### src/rtl/sm_pkg.sv
// Shared sign-magnitude helpers for the arithmetic library.
// Provides the add/sub op encoding, sign/magnitude split helpers that work on
// any word width up to SM_MAX_W, and negative-zero canonicalisation.
package sm_pkg;

    localparam int unsigned SM_MAX_W = 64;

    typedef logic [SM_MAX_W-1:0] sm_word_t;

    localparam logic OP_ADD = 1'b0;
    localparam logic OP_SUB = 1'b1;

    // Sign bit of a w-bit sign-magnitude word held in the low bits of x.
    function automatic logic sm_sign(input sm_word_t x, input int unsigned w);
        return |((x >> (w - 1)) & sm_word_t'(1));
    endfunction

    // Magnitude field (low w-1 bits) of a w-bit sign-magnitude word.
    function automatic sm_word_t sm_mag(input sm_word_t x, input int unsigned w);
        return x & ((sm_word_t'(1) << (w - 1)) - sm_word_t'(1));
    endfunction

    // Negative zero collapses to +0.
    function automatic logic sm_canon_sign(input logic sign, input logic mag_zero);
        return sign & ~mag_zero;
    endfunction

endpackage

### src/rtl/sm_mag_sort.sv
// Magnitude compare-and-swap for a sign-magnitude add/sub.
// Ports:
//   a_sign, a_mag   first operand (already canonicalised)
//   b_sign, b_mag   second operand, sign already adjusted for subtraction
//   max_c, min_c    larger / smaller magnitude
//   sign_r_c        sign of the larger magnitude (sign of A on a tie)
//   eff_sub_c       1 when the operand signs differ (magnitudes subtract)
module sm_mag_sort #(
    parameter int unsigned M = 7
) (
    input  logic         a_sign,
    input  logic [M-1:0] a_mag,
    input  logic         b_sign,
    input  logic [M-1:0] b_mag,
    output logic [M-1:0] max_c,
    output logic [M-1:0] min_c,
    output logic         sign_r_c,
    output logic         eff_sub_c
);

    logic a_ge;

    // Ties go to A so equal magnitudes keep A's sign.
    assign a_ge      = (a_mag >= b_mag);
    assign max_c     = a_ge ? a_mag : b_mag;
    assign min_c     = a_ge ? b_mag : a_mag;
    assign sign_r_c  = a_ge ? a_sign : b_sign;
    assign eff_sub_c = (a_sign != b_sign);

endmodule

### src/rtl/sm_addsub_pipe.sv
// Two-stage pipelined sign-magnitude adder/subtractor with saturation and an
// optional running accumulator.
// Ports:
//   clk, reset             clock, synchronous active-high reset
//   in_valid/in_ready      operand handshake (in_ready is combinational)
//   a, b, op               operands; op 0 = a+b, 1 = a-b
//   acc_mode, acc_clr      use accumulator as A; clear accumulator
//   out_valid/out_ready    result handshake
//   sum, ovf, zero         registered result, saturation flag, zero flag
module sm_addsub_pipe
    import sm_pkg::*;
#(
    parameter int unsigned N = 8
) (
    input  logic         clk,
    input  logic         reset,
    input  logic         in_valid,
    output logic         in_ready,
    input  logic [N-1:0] a,
    input  logic [N-1:0] b,
    input  logic         op,
    input  logic         acc_mode,
    input  logic         acc_clr,
    output logic         out_valid,
    input  logic         out_ready,
    output logic [N-1:0] sum,
    output logic         ovf,
    output logic         zero
);

    localparam int unsigned M = N - 1;

    logic [N-1:0] acc;
    logic [N-1:0] opa;
    logic         a_sign;
    logic         b_sign;
    logic [M-1:0] a_mag;
    logic [M-1:0] b_mag;

    logic [M-1:0] srt_max;
    logic [M-1:0] srt_min;
    logic         srt_sign;
    logic         srt_eff_sub;

    logic         s1_valid;
    logic [M-1:0] s1_max;
    logic [M-1:0] s1_min;
    logic         s1_sign;
    logic         s1_eff_sub;
    logic         s1_acc;

    logic         adv2;
    logic         s1_adv;
    logic         in_fire;

    logic [M:0]   mag_raw;
    logic         r_ovf;
    logic [M-1:0] r_mag;
    logic         r_zero;
    logic [N-1:0] r_word;

    // Handshake and stage-advance control.
    assign adv2     = !out_valid || out_ready;
    assign s1_adv   = s1_valid && adv2;
    assign in_ready = (!s1_valid || adv2) && !(acc_mode && s1_valid) && !reset;
    assign in_fire  = in_valid && in_ready;

    // Effective A: a clear in the same cycle means the accumulator reads as 0.
    assign opa    = acc_mode ? (acc_clr ? '0 : acc) : a;
    assign a_mag  = M'(sm_mag(SM_MAX_W'(opa), N));
    assign b_mag  = M'(sm_mag(SM_MAX_W'(b), N));
    assign a_sign = sm_canon_sign(sm_sign(SM_MAX_W'(opa), N), (a_mag == '0));
    assign b_sign = sm_canon_sign(sm_sign(SM_MAX_W'(b), N), (b_mag == '0)) ^ (op != OP_ADD);

    sm_mag_sort #(
        .M (M)
    ) u_sort (
        .a_sign    (a_sign),
        .a_mag     (a_mag),
        .b_sign    (b_sign),
        .b_mag     (b_mag),
        .max_c     (srt_max),
        .min_c     (srt_min),
        .sign_r_c  (srt_sign),
        .eff_sub_c (srt_eff_sub)
    );

    // Stage 1 register.
    always_ff @(posedge clk) begin
        if (reset) begin
            s1_valid   <= 1'b0;
            s1_max     <= '0;
            s1_min     <= '0;
            s1_sign    <= 1'b0;
            s1_eff_sub <= 1'b0;
            s1_acc     <= 1'b0;
        end else if (in_fire) begin
            s1_valid   <= 1'b1;
            s1_max     <= srt_max;
            s1_min     <= srt_min;
            s1_sign    <= srt_sign;
            s1_eff_sub <= srt_eff_sub;
            s1_acc     <= acc_mode;
        end else if (s1_adv) begin
            s1_valid   <= 1'b0;
        end
    end

    // Stage 2 arithmetic; max >= min so subtraction never borrows.
    always_comb begin
        mag_raw = '0;
        if (s1_eff_sub) begin
            mag_raw = {1'b0, s1_max} - {1'b0, s1_min};
        end else begin
            mag_raw = {1'b0, s1_max} + {1'b0, s1_min};
        end
    end

    assign r_ovf  = mag_raw[M];
    assign r_mag  = r_ovf ? '1 : mag_raw[M-1:0];
    assign r_zero = (r_mag == '0);
    assign r_word = {s1_sign & ~r_zero, r_mag};

    // Output register; holds while stalled, reloads without a bubble.
    always_ff @(posedge clk) begin
        if (reset) begin
            out_valid <= 1'b0;
            sum       <= '0;
            ovf       <= 1'b0;
            zero      <= 1'b0;
        end else if (s1_adv) begin
            out_valid <= 1'b1;
            sum       <= r_word;
            ovf       <= r_ovf;
            zero      <= r_zero;
        end else if (out_ready) begin
            out_valid <= 1'b0;
        end
    end

    // Accumulator: clear beats a load from an acc op entering stage 2.
    always_ff @(posedge clk) begin
        if (reset || acc_clr) begin
            acc <= '0;
        end else if (s1_adv && s1_acc) begin
            acc <= r_word;
        end
    end

endmodule
### config.mk
export PLATFORM = sky130hd
export DESIGN_NAME = sm_addsub_pipe
export DESIGN_NICKNAME = d
export VERILOG_FILES = /design/src/rtl/sm_pkg.sv /design/src/rtl/sm_mag_sort.sv /design/src/rtl/sm_addsub_pipe.sv
export SDC_FILE = /design/constraint.sdc
export NUM_CORES = 1
export LEC_CHECK = 0
export BUFFER_PORTS_ARGS = -buffer_cell sky130_fd_sc_hd__buf_2
export CAP_MARGIN = 20
export CELL_PAD_IN_SITES_DETAIL_PLACEMENT = 1
export CELL_PAD_IN_SITES_GLOBAL_PLACEMENT = 1
export CORE_MARGIN = 2
export CORE_UTILIZATION = 43
export CTS_CLUSTER_SIZE = 16
export DETAILED_ROUTE_END_ITERATION = 10
export HOLD_SLACK_MARGIN = 0.03
export PLACE_DENSITY_LB_ADDON = 0.1
export SYNTH_ARGS = -nofsm -noshare
export SYNTH_HDL_FRONTEND = slang
export SYNTH_SLANG_ARGS = --single-unit
export TNS_END_PERCENT = 10
### constraint.sdc
create_clock -name clk -period 3.25 [get_ports clk]
set_input_delay 0.65 -clock clk [delete_from_list [all_inputs] [get_ports clk]]
set_output_delay 0.65 -clock clk [all_outputs]
set_load 0.02 [all_outputs]
==> results.cfg <==
[status]
run_status = complete, no violations

[setup_path]
crit_type = reg -> reg
rr_endpoint = acc[7]$_SDFFE_PP0P_
crit_end = acc[7]$_SDFFE_PP0P_
startpoint = s1_min[0]$_SDFFE_PP0P_
r2r_setup_slack_ns = 0.37
crit_required_ns = 3.41
r2r_start = s1_min[0]$_SDFFE_PP0P_
endpoint_kind = register
arrival_ns = 3.04
cp-start-kind = register
path_max_fanout = 7
r2r_cells = 10

[floorplanning]
die-area_um2 = 6340
fp.dieH_um = 79.6
ios = 35
dieWidth_um = 79.6
core_um2 = 5510
start_util = 0.447
rows = 27

[routing]
drt_iter0_drc = 78
viasPerCell = 5.65
drc = 0
wirelength_um = 6400
ant_nets = 0
first_pass_iters = 4
vias = 2199
wire_per_inst_um = 16.5

[hold_path]
hp-class = reg -> reg

[logic_synthesis]
synth_mux_area_frac = 0.0697
syn-instance-count = 284
yosys-top-cells-area = dfxtp_1 (30%), ha_1 (7.6%), nand3b_1 (7.6%)
synth-xor-area-share = 0.0320
yosysUniqueCellTypes = 58
synth_flop_cell = dfxtp_1
syn_avg_cell_area_um2 = 8.66
syn_nets = 323
async_flop_share = 0
yosysTopAreaCell = dfxtp_1
synth-compound-area-share = 0.243
synth_seq_cells = 37
synth_edf_count = 0
yosys.area_share.simple = 0.217
synthesis.area_um2 = 2460
synth_top_family_by_area = compound AO/OA/AOI/OAI gates
seq_area_frac_synth = 0.301
post-synth-top-count-cell = dfxtp_1
yosysWarnings = 0
yosys.area.top_type_share = 0.301
yosys-top-cells-count = dfxtp_1 (37), o21ai_0 (29), nand3b_1 (25)
synthAdderAreaFrac = 0.0844

[final_layout]
num_antenna_cells = 0
drive_gt1_frac = 0.196
instances_no_fill = 389
nets = 355
area_growth_pct = 13.6

[clock_tree]
cts_hold_buf = 0
cts_tree = done
cts_sinks = 37
cts_resized = 0
htree_levels = 2
clock-root-buffer = clkbuf_8
path_clk_slew_ns = 0.09
clkLatencyLatePin_ns = 0.29
cts_setup_buffers = 0
cts_buffer_depth = 2
cts_buffers = 5

[timing]
slew_headroom = 0.610
finalSetupViolCount = 0
finalHoldViolCount = 0
fin_crit_ns = 2.88
period_share = 0.886
fmax_mhz = 347
slew_violations = 0
rsz0062_at_grt = no
tightest_slew_ns = 0.584
setup_tns_ns = 0
hold_slack_ns = 0.492
skew_ns = 0.0135

[global_route]
grt_max_degree = 35
grt_pass1_wl_um = 10900
antenna_found_initial = 0
grt-ovfl-total = 0
grt_pass1_vias = 2150
grtUsageTotal = 0.220

[pwr]
switching_share = 0.384
comb_power_share = 0.403
ir_worst_vdd_mv = 0.217
p_seq_frac = 0.357
p_leak_nw = 1.15
p_clk_frac = 0.240
internal-power_uw = 888
p_sw_uw = 553
powerDensity_nw_per_um2 = 516

[flow_run]
cap_viol_max_count = 0

[placement]
io_buffers = 34
place.gp.congestion = 0.914
dp_hpwl_um = 4990
place_inst = 381
[final cells by class]
class | count | area, um^2
flip-flops and latches | 37 | 741
fillers | 687 | 2710
clock buffers | 6 | 82.6
well taps | 72 | 90.1
repair buffers | 39 | 208
inverters | 19 | 71.3
clock inverters | 2 | 13.8
multi-input cells | 214 | 1590
[worst max-delay path, cell delays in order, from the launching register on]
cell	delay, ns
dfxtp_1	0.40
inv_1	0.07
ha_1	0.22
a31oi_1	0.22
xnor2_1	0.14
ha_1	0.31
nor3b_1	0.17
a311oi_1	0.34
o311ai_1	0.22
a2111oi_4	0.47
o221ai_1	0.19
[worst min path at each step]
stage                        start             endpoint  slack [ns]  cells after the start
4_1_cts        s1_acc$_SDFFE_PP0P_  acc[6]$_SDFFE_PP0P_        0.49                      1
2_1_floorplan  s1_acc$_SDFFE_PP0P_  acc[6]$_SDFFE_PP0P_        0.43                      1
3_3_place_gp   s1_acc$_SDFFE_PP0P_  acc[6]$_SDFFE_PP0P_        0.47                      1
3_5_place_dp   s1_acc$_SDFFE_PP0P_  acc[6]$_SDFFE_PP0P_        0.46                      1
5_1_grt        s1_acc$_SDFFE_PP0P_  acc[6]$_SDFFE_PP0P_        0.51                      1
6_report       s1_acc$_SDFFE_PP0P_  acc[6]$_SDFFE_PP0P_        0.49                      1
[per-layer routing]
| layer | share of wire | wire length (um) | GRT usage | vias to the layer above |
|---|---|---|---|---|
| met5 | 0 | 0 | 0 | - |
| met4 | 0.0095 | 61 | 0.0569 | 0 |
| met3 | 0.050 | 322 | 0.0283 | 6 |
| met2 | 0.47 | 2990 | 0.355 | 40 |
| met1 | 0.47 | 3030 | 0.309 | 1046 |
| li1 | - | - | - | 1107 |
[cell families after synthesis]
| kind of cell | count (synthesis) |
|---|---|
| AO/OA/AOI/OAI | 82 |
| buffers and inverters | 33 |
| AND/OR/NAND/NOR | 90 |
| multiplexers | 17 |
| flip-flops | 37 |
| XOR/XNOR | 9 |
| adder cells (fa/ha/maj) | 16 |
[metrics by stage]
stage                util  instance area (um^2)  setup WS [ns]  power, mW
floorplan               -                  2460          0.660      0.944
global placement    0.490                  2700          0.346       1.09
detailed placement  0.490                  2700          0.245       1.11
CTS                 0.508                  2800          0.311       1.45
global route        0.508                  2800          0.101       1.54
finish              0.508                  2800          0.371       1.44
[cell usage in the layout, fill, tap and decap left out, types with 9 or more instances in the layout]
cell type   n
nor2_1     21
ha_1       15
nand3b_1   25
inv_1      19
mux2i_1    16
buf_2      34
a31oi_1     9
o21ai_0    29
a211oi_1   10
dfxtp_1    37
nand2_1    14
[power by group through the flow]
stage	Clock [mW]	Sequential [mW]	Combinational (mW)
detailed placement	0	0.525	0.586
global placement	0	0.524	0.571
CTS	0.350	0.515	0.588
global route	0.373	0.519	0.650
floorplan	0	0.529	0.415
finish	0.346	0.515	0.581
[registers in the layout, summed over array words and instances, names as in the netlist]
| signal | count |
|---|---|
| acc | 8 |
| sum | 8 |
| s1_max | 7 |
| s1_min | 7 |
| out_valid | 1 |
| ovf | 1 |
| s1_acc | 1 |
| s1_eff_sub | 1 |
| s1_sign | 1 |
| s1_valid | 1 |
| zero | 1 |
Power figures use the tool's default switching activity.
